## src/rtl/ctrl_seq.sv

```systemverilog
// Multicycle control sequencer: accepts one instruction per valid/ready handshake and strobes the datapath.
// Write strobe lands 1 cycle after accept for ALU/addi, 2 for sw, 3 for lw, 3+wait for mul/div; insn_ready is high only in IDLE.
module ctrl_seq #(
  parameter int OPW        = 5,
  parameter int FUNCW      = 5,
  parameter int ALUOPW     = 5,
  parameter int MD_TIMEOUT = 40,
  parameter int STATUSW    = 32
) (
  input  logic               clock,
  input  logic               reset,
  input  logic               insn_valid,
  output logic               insn_ready,
  input  logic [OPW-1:0]     opcode,
  input  logic [FUNCW-1:0]   alu_func,
  input  logic               alu_ovf,
  input  logic               md_ready,
  input  logic               md_exception,
  output logic               DMwe,
  output logic               Rwe,
  output logic [1:0]         Rwd,
  output logic               Rdst_status,
  output logic [ALUOPW-1:0]  ALUop,
  output logic               ALUinB,
  output logic               md_start_mult,
  output logic               md_start_div,
  output logic [STATUSW-1:0] rstatus_val,
  output logic               illegal
);

  localparam int CNTW = $clog2(MD_TIMEOUT + 1);

  localparam logic [OPW-1:0] OP_RTYPE = OPW'(5'b00000);
  localparam logic [OPW-1:0] OP_ADDI  = OPW'(5'b00101);
  localparam logic [OPW-1:0] OP_SW    = OPW'(5'b00111);
  localparam logic [OPW-1:0] OP_LW    = OPW'(5'b01000);

  localparam logic [FUNCW-1:0] FN_ADD = FUNCW'(5'b00000);
  localparam logic [FUNCW-1:0] FN_SUB = FUNCW'(5'b00001);
  localparam logic [FUNCW-1:0] FN_SRA = FUNCW'(5'b00101);
  localparam logic [FUNCW-1:0] FN_MUL = FUNCW'(5'b00110);
  localparam logic [FUNCW-1:0] FN_DIV = FUNCW'(5'b00111);

  localparam logic [1:0] WD_ALU  = 2'b00;
  localparam logic [1:0] WD_MEM  = 2'b01;
  localparam logic [1:0] WD_MD   = 2'b10;
  localparam logic [1:0] WD_STAT = 2'b11;

  typedef enum logic [2:0] {
    IDLE   = 3'd0,
    EXEC   = 3'd1,
    MEM    = 3'd2,
    MDWAIT = 3'd3,
    WB     = 3'd4
  } state_t;

  state_t            state_q, state_d;
  logic [OPW-1:0]    op_q, op_d;
  logic [FUNCW-1:0]  func_q, func_d;
  logic [CNTW-1:0]   cnt_q, cnt_d;
  logic              md_exc_q, md_exc_d;

  // Decode of the latched instruction; never looks at the live opcode/func inputs.
  logic is_rtype, is_alu_r, is_addsub, is_sub, is_mul, is_div;
  logic is_addi, is_sw, is_lw;

  always_comb begin
    is_rtype  = (op_q == OP_RTYPE);
    is_alu_r  = is_rtype && (func_q <= FN_SRA);
    is_sub    = is_rtype && (func_q == FN_SUB);
    is_addsub = is_rtype && ((func_q == FN_ADD) || (func_q == FN_SUB));
    is_mul    = is_rtype && (func_q == FN_MUL);
    is_div    = is_rtype && (func_q == FN_DIV);
    is_addi   = (op_q == OP_ADDI);
    is_sw     = (op_q == OP_SW);
    is_lw     = (op_q == OP_LW);
  end

  always_comb begin
    state_d       = state_q;
    op_d          = op_q;
    func_d        = func_q;
    cnt_d         = cnt_q;
    md_exc_d      = md_exc_q;
    insn_ready    = 1'b0;
    DMwe          = 1'b0;
    Rwe           = 1'b0;
    Rwd           = WD_ALU;
    Rdst_status   = 1'b0;
    ALUop         = '0;
    ALUinB        = 1'b0;
    md_start_mult = 1'b0;
    md_start_div  = 1'b0;
    rstatus_val   = '0;
    illegal       = 1'b0;

    // While reset is low every strobe stays quiet, even mid-instruction.
    if (reset) begin
      case (state_q)
        IDLE: begin
          insn_ready = 1'b1;
          if (insn_valid) begin
            op_d    = opcode;
            func_d  = alu_func;
            state_d = EXEC;
          end
        end

        EXEC: begin
          state_d = IDLE;
          if (is_alu_r) begin
            ALUop = ALUOPW'(func_q);
            Rwe   = 1'b1;
            if (is_addsub && alu_ovf) begin
              Rwd         = WD_STAT;
              Rdst_status = 1'b1;
              rstatus_val = is_sub ? STATUSW'(3) : STATUSW'(1);
            end
          end else if (is_mul || is_div) begin
            md_start_mult = is_mul;
            md_start_div  = is_div;
            cnt_d         = '0;
            state_d       = MDWAIT;
          end else if (is_addi) begin
            ALUinB = 1'b1;
            Rwe    = 1'b1;
            if (alu_ovf) begin
              Rwd         = WD_STAT;
              Rdst_status = 1'b1;
              rstatus_val = STATUSW'(2);
            end
          end else if (is_sw || is_lw) begin
            ALUinB  = 1'b1;
            state_d = MEM;
          end else begin
            illegal = 1'b1;
          end
        end

        MEM: begin
          // Address stays on the ALU for the synchronous memory read of lw.
          ALUinB = 1'b1;
          if (is_sw) begin
            DMwe    = 1'b1;
            state_d = IDLE;
          end else begin
            state_d = WB;
          end
        end

        MDWAIT: begin
          cnt_d = cnt_q + CNTW'(1);
          if (md_ready) begin
            md_exc_d = md_exception;
            state_d  = WB;
          end else if (cnt_q == CNTW'(MD_TIMEOUT - 1)) begin
            md_exc_d = 1'b1;
            state_d  = WB;
          end
        end

        WB: begin
          Rwe     = 1'b1;
          state_d = IDLE;
          if (is_lw) begin
            Rwd = WD_MEM;
          end else if (md_exc_q) begin
            Rwd         = WD_STAT;
            Rdst_status = 1'b1;
            rstatus_val = is_div ? STATUSW'(5) : STATUSW'(4);
          end else begin
            Rwd = WD_MD;
          end
        end

        default: state_d = IDLE;
      endcase
    end
  end

  always_ff @(posedge clock) begin
    if (!reset) begin
      state_q  <= IDLE;
      op_q     <= '0;
      func_q   <= '0;
      cnt_q    <= '0;
      md_exc_q <= 1'b0;
    end else begin
      state_q  <= state_d;
      op_q     <= op_d;
      func_q   <= func_d;
      cnt_q    <= cnt_d;
      md_exc_q <= md_exc_d;
    end
  end

endmodule

```

## config.mk

```make
export PLATFORM = sky130hd
export DESIGN_NAME = ctrl_seq
export DESIGN_NICKNAME = d
export VERILOG_FILES = /design/src/rtl/ctrl_seq.sv
export SDC_FILE = /design/constraint.sdc
export NUM_CORES = 1
export LEC_CHECK = 0
export ABC_CLOCK_PERIOD_IN_PS = 4280
export CAP_MARGIN = 30
export CORE_ASPECT_RATIO = 0.5
export CORE_MARGIN = 4
export CORE_UTILIZATION = 25
export CTS_CLUSTER_SIZE = 12
export DETAILED_ROUTE_END_ITERATION = 12
export DONT_BUFFER_PORTS = 1
export GPL_TIMING_DRIVEN = 0
export HOLD_SLACK_MARGIN = 0.12
export PLACE_DENSITY = 0.35
export SLEW_MARGIN = 20
export SYNTH_ARGS = -nofsm -noshare
export SYNTH_HDL_FRONTEND = slang
export SYNTH_SLANG_ARGS = --single-unit
```

## constraint.sdc

```tcl
create_clock -name clock -period 4.28 [get_ports clock]
set_input_delay 0.214 -clock clock [delete_from_list [all_inputs] [get_ports clock]]
set_output_delay 0.214 -clock clock [all_outputs]
set_load 0.05 [all_outputs]
```

==> impl_results.rst, run 1 <==
.. list-table::
   :header-rows: 1

   * - Metric
     - Value
   * - Die span in y
     - 62.3 um
   * - Violation count after the first detailed-route iteration
     - 44
   * - Post-synthesis compound-gate area fraction
     - 0.206
   * - Sum of met2 wire segment lengths after detailed routing
     - 1550 um
   * - Setup repair after global routing missed its margin
     - false
   * - Hpwl dp
     - 2970 um
   * - Post-Syn Area
     - 1470 um^2
   * - Number of nets with antenna violations after routing
     - 0
   * - Launch point of the critical path
     - state_q[2]
   * - CTS resizes
     - 0
   * - Fin Clk Skew
     - 0.00403 ns
   * - Routed length on met1
     - 1870 um
   * - CP startpoint kind
     - flop
   * - Multi-input gate area in the final layout
     - 922 um^2
   * - Number of buffers between clock root and the deepest sink
     - 2
   * - Hold buffer count at cts
     - 9
   * - Overall fraction of global-route tracks in use
     - 0.103
   * - Max-cap violations
     - 0
   * - Final cycle utilization of the critical path
     - 0.617
   * - Yosys warning count
     - 0
   * - Area share of the leading cell type in the synthesized netlist
     - 0.272
   * - Avg Cell Area, Syn
     - 7.88 um^2
   * - Worst voltage drop across the vdd grid
     - 0.149 mV
   * - Worst hold margin
     - 0.118 ns
   * - Setup Crit Path Kind
     - flop to output port
   * - Area taken by flip-flops and latches
     - 400 um^2
   * - Worst-Skew Late Latency
     - 0.25 ns
   * - Via density per instance
     - 4.23
   * - Worst reg2reg path endpoint
     - cnt_q[4]
   * - Post-synthesis register bit count
     - 20
   * - Number of flops mapped to enable cells by yosys
     - 0
   * - Commonest non-fill, non-tap cells in the layout
     - 32 x sky130_fd_sc_hd__buf_4, 31 x sky130_fd_sc_hd__conb_1, 30 x sky130_fd_sc_hd__nand2_1
   * - Root buffer cell
     - sky130_fd_sc_hd__clkbuf_16
   * - Number of antenna violations at the first check in global routing
     - 0
   * - Total Nets Final
     - 249
   * - Simple-gate share of the synthesized area
     - 0.316
   * - Post-route total power
     - 0.609 mW
   * - Routability cong.
     - 0.740
   * - Met3 WL post-DR
     - 357 um
   * - Number of distinct library cells after synthesis
     - 39
   * - Adder-cell area share of the yosys netlist
     - 0.00849
   * - Depth of the CTS H-tree
     - 1
   * - Number of placed I/O pins
     - 63
   * - Post-Place Cell Area
     - 1700 um^2
   * - Remaining design rule violation count
     - 0
   * - First-pass DRT Iterations
     - 4
   * - Diode insertion count for antenna repair
     - 0
   * - Worst r2r src
     - op_q[3]
   * - Routed WL
     - 3780 um
   * - Fraction of the yosys area taken by sequential cells
     - 0.272
   * - Topmost layer with routed signal wires
     - met3
   * - Overall die area
     - 7260 um^2
   * - Starting density of the core
     - 0.264
   * - Critical path destination
     - rstatus_val[0]
   * - Fraction of synthesized area in multiplexers
     - 0
   * - Worst Max-Slew Pin Slew
     - 1.04 ns
   * - Worst-case reg-to-reg path depth
     - 4
   * - Post-synthesis cell type with the largest combined area
     - sky130_fd_sc_hd__dfxtp_1
   * - Clock-pin slew of the registers on the worst-case setup and hold paths
     - 0.06 ns
   * - Crit end category
     - output port
   * - Maximum fanout along the worst path
     - 10
   * - Required time worst endpoint
     - 4.07 ns
   * - Most common cell after layout, fill and taps aside
     - sky130_fd_sc_hd__buf_4
   * - Relative area change from synthesis to final layout
     - 26.6%
   * - Wire length of the first global-routing pass
     - 6100 um
   * - Worst slew margin relative to its limit
     - 0.311
   * - TritonCTS clock tree
     - built
   * - Total negative slack for setup checks
     - 0 ns
   * - Maximum clock rate
     - 0.379 GHz
   * - Share of the synthesized netlist area taken by xor and xnor gates
     - 0.00594
   * - Pins over their slew limit
     - 0
   * - Dominant synthesized flop cell
     - sky130_fd_sc_hd__dfxtp_1
   * - Final critical delay including setup and external delays
     - 2.64 ns
   * - Share of flip-flops with an asynchronous set or reset
     - 0
   * - Cell Rows
     - 19
   * - Final Hold Fails
     - 0
   * - Fraction of final layout cells sized beyond drive strength 1
     - 0.213
   * - Final design area excluding fillers
     - 1870 um^2
   * - Overall die width
     - 117 um
   * - Post CTS Setup Buffer Count
     - 0
   * - Pin count of the biggest net entering global routing
     - 11
   * - Worst hold path type
     - input pin to flop
   * - P per Cell Area
     - 326 nW/um^2
   * - Static Leakage
     - 0.844 nW
   * - Outcome
     - complete, no violations
   * - Overflow left after global routing
     - 0
   * - Vias
     - 1282
   * - Port Buffers
     - 0
   * - Filler Cells Inserted
     - 598
   * - Routed length per instance
     - 12.5 um
   * - Biggest area contributors in the synthesized netlist
     - sky130_fd_sc_hd__dfxtp_1 27%, sky130_fd_sc_hd__buf_4 16%, sky130_fd_sc_hd__nand2_1 7.6%, sky130_fd_sc_hd__a21boi_0 6.1%, sky130_fd_sc_hd__nand3b_1 4.1%
   * - Combinational family with the most area after synthesis
     - simple AND/OR/NAND/NOR gates
   * - Core Footprint
     - 5590 um^2
   * - CP arrival
     - 2.43 ns
   * - Syn Inst Count
     - 187
   * - CTS sink cnt
     - 20
   * - Clock buffers created by TritonCTS
     - 3
   * - Via count of the first global-routing pass
     - 1120
   * - FF-to-FF setup slack
     - 2.51 ns
   * - Setup-violating endpoint count in the final report
     - 0
-- cell usage after synthesis (2+ instances only) --
cell type	number
sky130_fd_sc_hd__nand3b_1	8
sky130_fd_sc_hd__inv_1	4
sky130_fd_sc_hd__clkbuf_1	3
sky130_fd_sc_hd__o21a_1	5
sky130_fd_sc_hd__nor2_1	8
sky130_fd_sc_hd__nor3b_1	3
sky130_fd_sc_hd__a31oi_1	3
sky130_fd_sc_hd__nand2_1	30
sky130_fd_sc_hd__dfxtp_1	20
sky130_fd_sc_hd__buf_4	31
sky130_fd_sc_hd__and3b_1	2
sky130_fd_sc_hd__a21oi_1	9
sky130_fd_sc_hd__and3_1	7
sky130_fd_sc_hd__a21boi_0	12
sky130_fd_sc_hd__buf_2	4
sky130_fd_sc_hd__a211oi_1	2
sky130_fd_sc_hd__nor3_1	3
sky130_fd_sc_hd__nand3_1	2
sky130_fd_sc_hd__nand4_1	2
sky130_fd_sc_hd__nor3b_2	2
sky130_fd_sc_hd__o21ai_0	5
sky130_fd_sc_hd__and2_1	5
-- worst min path at each step --
stage | startpoint | end | slack (ns) | cells past startpoint
2_1_floorplan | alu_func[0] | func_q[0] | 0.36 | 2
3_3_place_gp | opcode[0] | op_q[0] | 0.37 | 2
3_5_place_dp | opcode[0] | op_q[0] | 0.37 | 2
4_1_cts | opcode[1] | op_q[1] | 0.12 | 2
5_1_grt | opcode[1] | op_q[1] | 0.13 | 2
6_report | opcode[1] | op_q[1] | 0.12 | 2
-- worst max-delay path, cell delays in order, from the launching register on --
cell and delay [ns]:
sky130_fd_sc_hd__dfxtp_1 0.32, sky130_fd_sc_hd__buf_2 0.23, sky130_fd_sc_hd__nand2b_1 0.12, sky130_fd_sc_hd__a211oi_1 0.51
sky130_fd_sc_hd__nand4_1 0.15, sky130_fd_sc_hd__a21oi_1 0.84
-- area by class of cell --
| class | count | area share |
|---|---|---|
| well taps | 73 | 0.0490 |
| inverters | 4 | 0.00805 |
| clock buffers | 3 | 0.0402 |
| flip-flops and latches | 20 | 0.215 |
| repair buffers | 10 | 0.0523 |
| plain buffers | 38 | 0.142 |
| multi-input cells | 155 | 0.494 |
-- layer usage --
layer / vias up / track usage
met1: 555 / 0.150
met2: 50 / 0.157
met3: 0 / 0.0339
li1: 677 / -
met5: - / 0
met4: 0 / 0.00429
-- state kept, by name, indices dropped and copies added (netlist names) --
name      cells
md_exc_q      1
func_q        5
op_q          5
cnt_q         6
state_q       3
-- cell families after synthesis --
family	count (synthesis)
AND/OR/NAND/NOR	80
AO/OA/AOI/OAI	42
buffers and inverters	42
flip-flops	20
XOR/XNOR	1
adder cells (fa/ha/maj)	1
other	1
-- per-stage QoR --
| stage | util | cells | setup slack, ns |
|---|---|---|---|
| after detailed placement | 0.304 | 291 | 1.91 |
| after CTS | 0.334 | 303 | 1.63 |
| after global routing | 0.334 | 303 | 1.50 |
| after floorplan | - | 217 | 1.90 |
| after global placement | 0.300 | 290 | 1.69 |
| final | 0.334 | 303 | 1.64 |
-- power breakdown --
part           total [mW]  internal, mW  switching [mW]
logic               0.206        0.0626           0.143
clock network       0.191         0.123          0.0676
registers           0.212         0.198          0.0134
total               0.609         0.384           0.225
Power figures use the tool's default switching activity.
==> inputs of run 2 (changes only) <==
--- a/config.mk
+++ b/config.mk
@@ -5,7 +5,7 @@
 export SDC_FILE = /design/constraint.sdc
 export NUM_CORES = 1
 export LEC_CHECK = 0
-export ABC_CLOCK_PERIOD_IN_PS = 4280
+export ABC_CLOCK_PERIOD_IN_PS = 2600
 export CAP_MARGIN = 30
 export CORE_ASPECT_RATIO = 0.5
 export CORE_MARGIN = 4
==> constraint.sdc (replaced) <==
create_clock -name clock -period 2.6 [get_ports clock]
set_input_delay 0.13 -clock clock [delete_from_list [all_inputs] [get_ports clock]]
set_output_delay 0.13 -clock clock [all_outputs]
set_load 0.05 [all_outputs]
==> impl_results.rst, run 2 (synthesis gave the netlist of run 1 again) <==
.. list-table::
   :header-rows: 1

   * - Metric
     - Value
   * - Outcome
     - complete, no violations
   * - Clock-pin slew of the registers on the worst-case setup and hold paths
     - 0.06 ns
   * - Final critical delay including setup and external delays
     - 2.45 ns
   * - Power share of the clock group
     - 0.314
   * - Core Footprint
     - 5590 um^2
   * - Number of nets with antenna violations after routing
     - 0
   * - Combinational power share
     - 0.341
   * - Overall fraction of global-route tracks in use
     - 0.103
   * - Number of antenna violations at the first check in global routing
     - 0
   * - Worst voltage drop across the vdd grid
     - 0.249 mV
   * - Commonest non-fill, non-tap cells in the layout
     - 32 x sky130_fd_sc_hd__buf_4, 31 x sky130_fd_sc_hd__conb_1, 30 x sky130_fd_sc_hd__nand2_1
   * - Final Hold Fails
     - 0
   * - Via density per instance
     - 4.31
   * - Violation count after the first detailed-route iteration
     - 54
   * - Routed length on met1
     - 1800 um
   * - Total Nets Final
     - 253
   * - Routed length per instance
     - 12.4 um
   * - Hpwl dp
     - 2970 um
   * - Pins over their slew limit
     - 0
   * - CTS sink cnt
     - 20
   * - Worst hold path type
     - input pin to flop
   * - TritonCTS clock tree
     - built
   * - Worst-case reg-to-reg path depth
     - 4
   * - Post CTS Setup Buffer Count
     - 0
   * - Fin Clk Skew
     - 0.00597 ns
   * - Port Buffers
     - 0
   * - Flip-flop count of the largest register, all copies and words added
     - 6
   * - Cell internal power dissipation
     - 0.636 mW
   * - Total negative slack for setup checks
     - 0 ns
   * - Routed WL
     - 3820 um
   * - Total net switching power
     - 0.373 mW
   * - Max-cap violations
     - 0
   * - Overall die width
     - 117 um
   * - Routability cong.
     - 0.740
   * - Met3 WL post-DR
     - 442 um
   * - Setup repair after global routing missed its margin
     - false
   * - Worst Max-Slew Pin Slew
     - 0.965 ns
   * - Wire length of the first global-routing pass
     - 6080 um
   * - CP arrival
     - 2.32 ns
   * - Maximum fanout along the worst path
     - 7
   * - Cell Rows
     - 19
   * - First-pass DRT Iterations
     - 4
   * - Starting density of the core
     - 0.264
   * - CP startpoint kind
     - flop
   * - Net Sw Frac
     - 0.370
   * - Clock buffers created by TritonCTS
     - 3
   * - Worst-Skew Late Latency
     - 0.25 ns
   * - Post-layout util
     - 0.342
   * - Worst slew margin relative to its limit
     - 0.355
   * - Topmost layer with routed signal wires
     - met3
   * - Root buffer cell
     - sky130_fd_sc_hd__clkbuf_16
   * - Required time worst endpoint
     - 2.47 ns
   * - Pin count of the biggest net entering global routing
     - 11
   * - Most common cell after layout, fill and taps aside
     - sky130_fd_sc_hd__buf_4
   * - Overflow left after global routing
     - 0
   * - Depth of the CTS H-tree
     - 1
   * - Relative area change from synthesis to final layout
     - 29.8%
   * - P per Cell Area
     - 527 nW/um^2
   * - Number of buffers between clock root and the deepest sink
     - 2
   * - Sequential share of power
     - 0.345
   * - Setup-violating endpoint count in the final report
     - 0
   * - Hold Path Cell Cnt
     - 2
   * - Sum of met2 wire segment lengths after detailed routing
     - 1570 um
   * - Filler Cells Inserted
     - 598
   * - Diode insertion count for antenna repair
     - 0
   * - Fraction of final layout cells sized beyond drive strength 1
     - 0.218
   * - Maximum clock rate
     - 0.409 GHz
   * - Die span in y
     - 62.3 um
   * - Setup Crit Path Kind
     - flop to output port
   * - Final cycle utilization of the critical path
     - 0.941
   * - Via count of the first global-routing pass
     - 1117
   * - Reg with most FFs
     - cnt_q
   * - Overall die area
     - 7260 um^2
   * - Static Leakage
     - 0.864 nW
   * - Crit end category
     - output port
   * - Vias
     - 1322
   * - Remaining design rule violation count
     - 0
   * - Largest registers
     - cnt_q: 6 flops, func_q: 5 flops, op_q: 5 flops
   * - Number of placed I/O pins
     - 63
[run 2: cell types whose count changed in the layout (fill, tap and decap cells not counted)]
cell                            delta
sky130_fd_sc_hd__a21oi_1           -2
sky130_fd_sc_hd__a21oi_2           +2
sky130_fd_sc_hd__dlygate4sd3_1     +4
[run 2: power groups by stage]
stage               Combinational (mW)  Sequential, mW  Clock [mW]
finish                           0.344           0.348       0.316
global route                     0.374           0.352       0.346
CTS                              0.345           0.349       0.330
detailed placement               0.328           0.356           0
global placement                 0.322           0.355           0
floorplan                        0.289           0.349           0
[run 2: worst max-delay path: stages (launching register included)]
cell and delay (ns):
sky130_fd_sc_hd__dfxtp_1 0.45, sky130_fd_sc_hd__or4b_4 0.53, sky130_fd_sc_hd__a2111oi_4 0.32, sky130_fd_sc_hd__a21oi_2 0.06, sky130_fd_sc_hd__nor3b_2 0.71
[run 2: final timing paths]
check | start | endpoint | slack (ns)
setup / recovery | op_q[3] | ALUinB | 0.15
hold / removal | insn_valid | state_q[1] | 0.15
setup reg to reg | state_q[1] | md_exc_q | 0.77
hold reg to reg | func_q[4] | func_q[4] | 0.46
[run 2: final cells by class]
class | instances | area [um^2] | share of cell area
clock buffer | 3 | 75.1 | 0.0392
sequential | 20 | 400 | 0.209
buffer | 38 | 264 | 0.138
multi-input combinational | 155 | 930 | 0.486
timing repair buffer | 14 | 138 | 0.0719
tap | 73 | 91.3 | 0.0477
inverter | 4 | 15.0 | 0.00785
[run 2: layer usage]
metal,up-vias,global-route usage
met3,0,0.0339
met4,0,0.00429
met2,62,0.157
met5,-,0
li1,685,-
met1,575,0.149
[run 2: timing repair]
item | 4_1_cts | 5_1_grt
hold buffers | 13 | 0
gates resized for setup | 0 | 2
endpoints found under the setup margin | 0 | 2
endpoints found under the hold margin | 14 | 0
[run 2: through the flow]
stage | cell area [um^2] | power, mW | worst slack (ns) | hold slack (ns) | instances
2_1_floorplan | 1590 | 0.638 | 0.305 | 0.275 | 217
3_3_place_gp | 1680 | 0.677 | 0.0894 | 0.282 | 290
3_5_place_dp | 1700 | 0.684 | 0.312 | 0.287 | 291
4_1_cts | 1910 | 1.02 | 0.0318 | 0.138 | 307
5_1_grt | 1910 | 1.07 | 0.0482 | 0.169 | 307
6_report | 1910 | 1.01 | 0.153 | 0.151 | 307
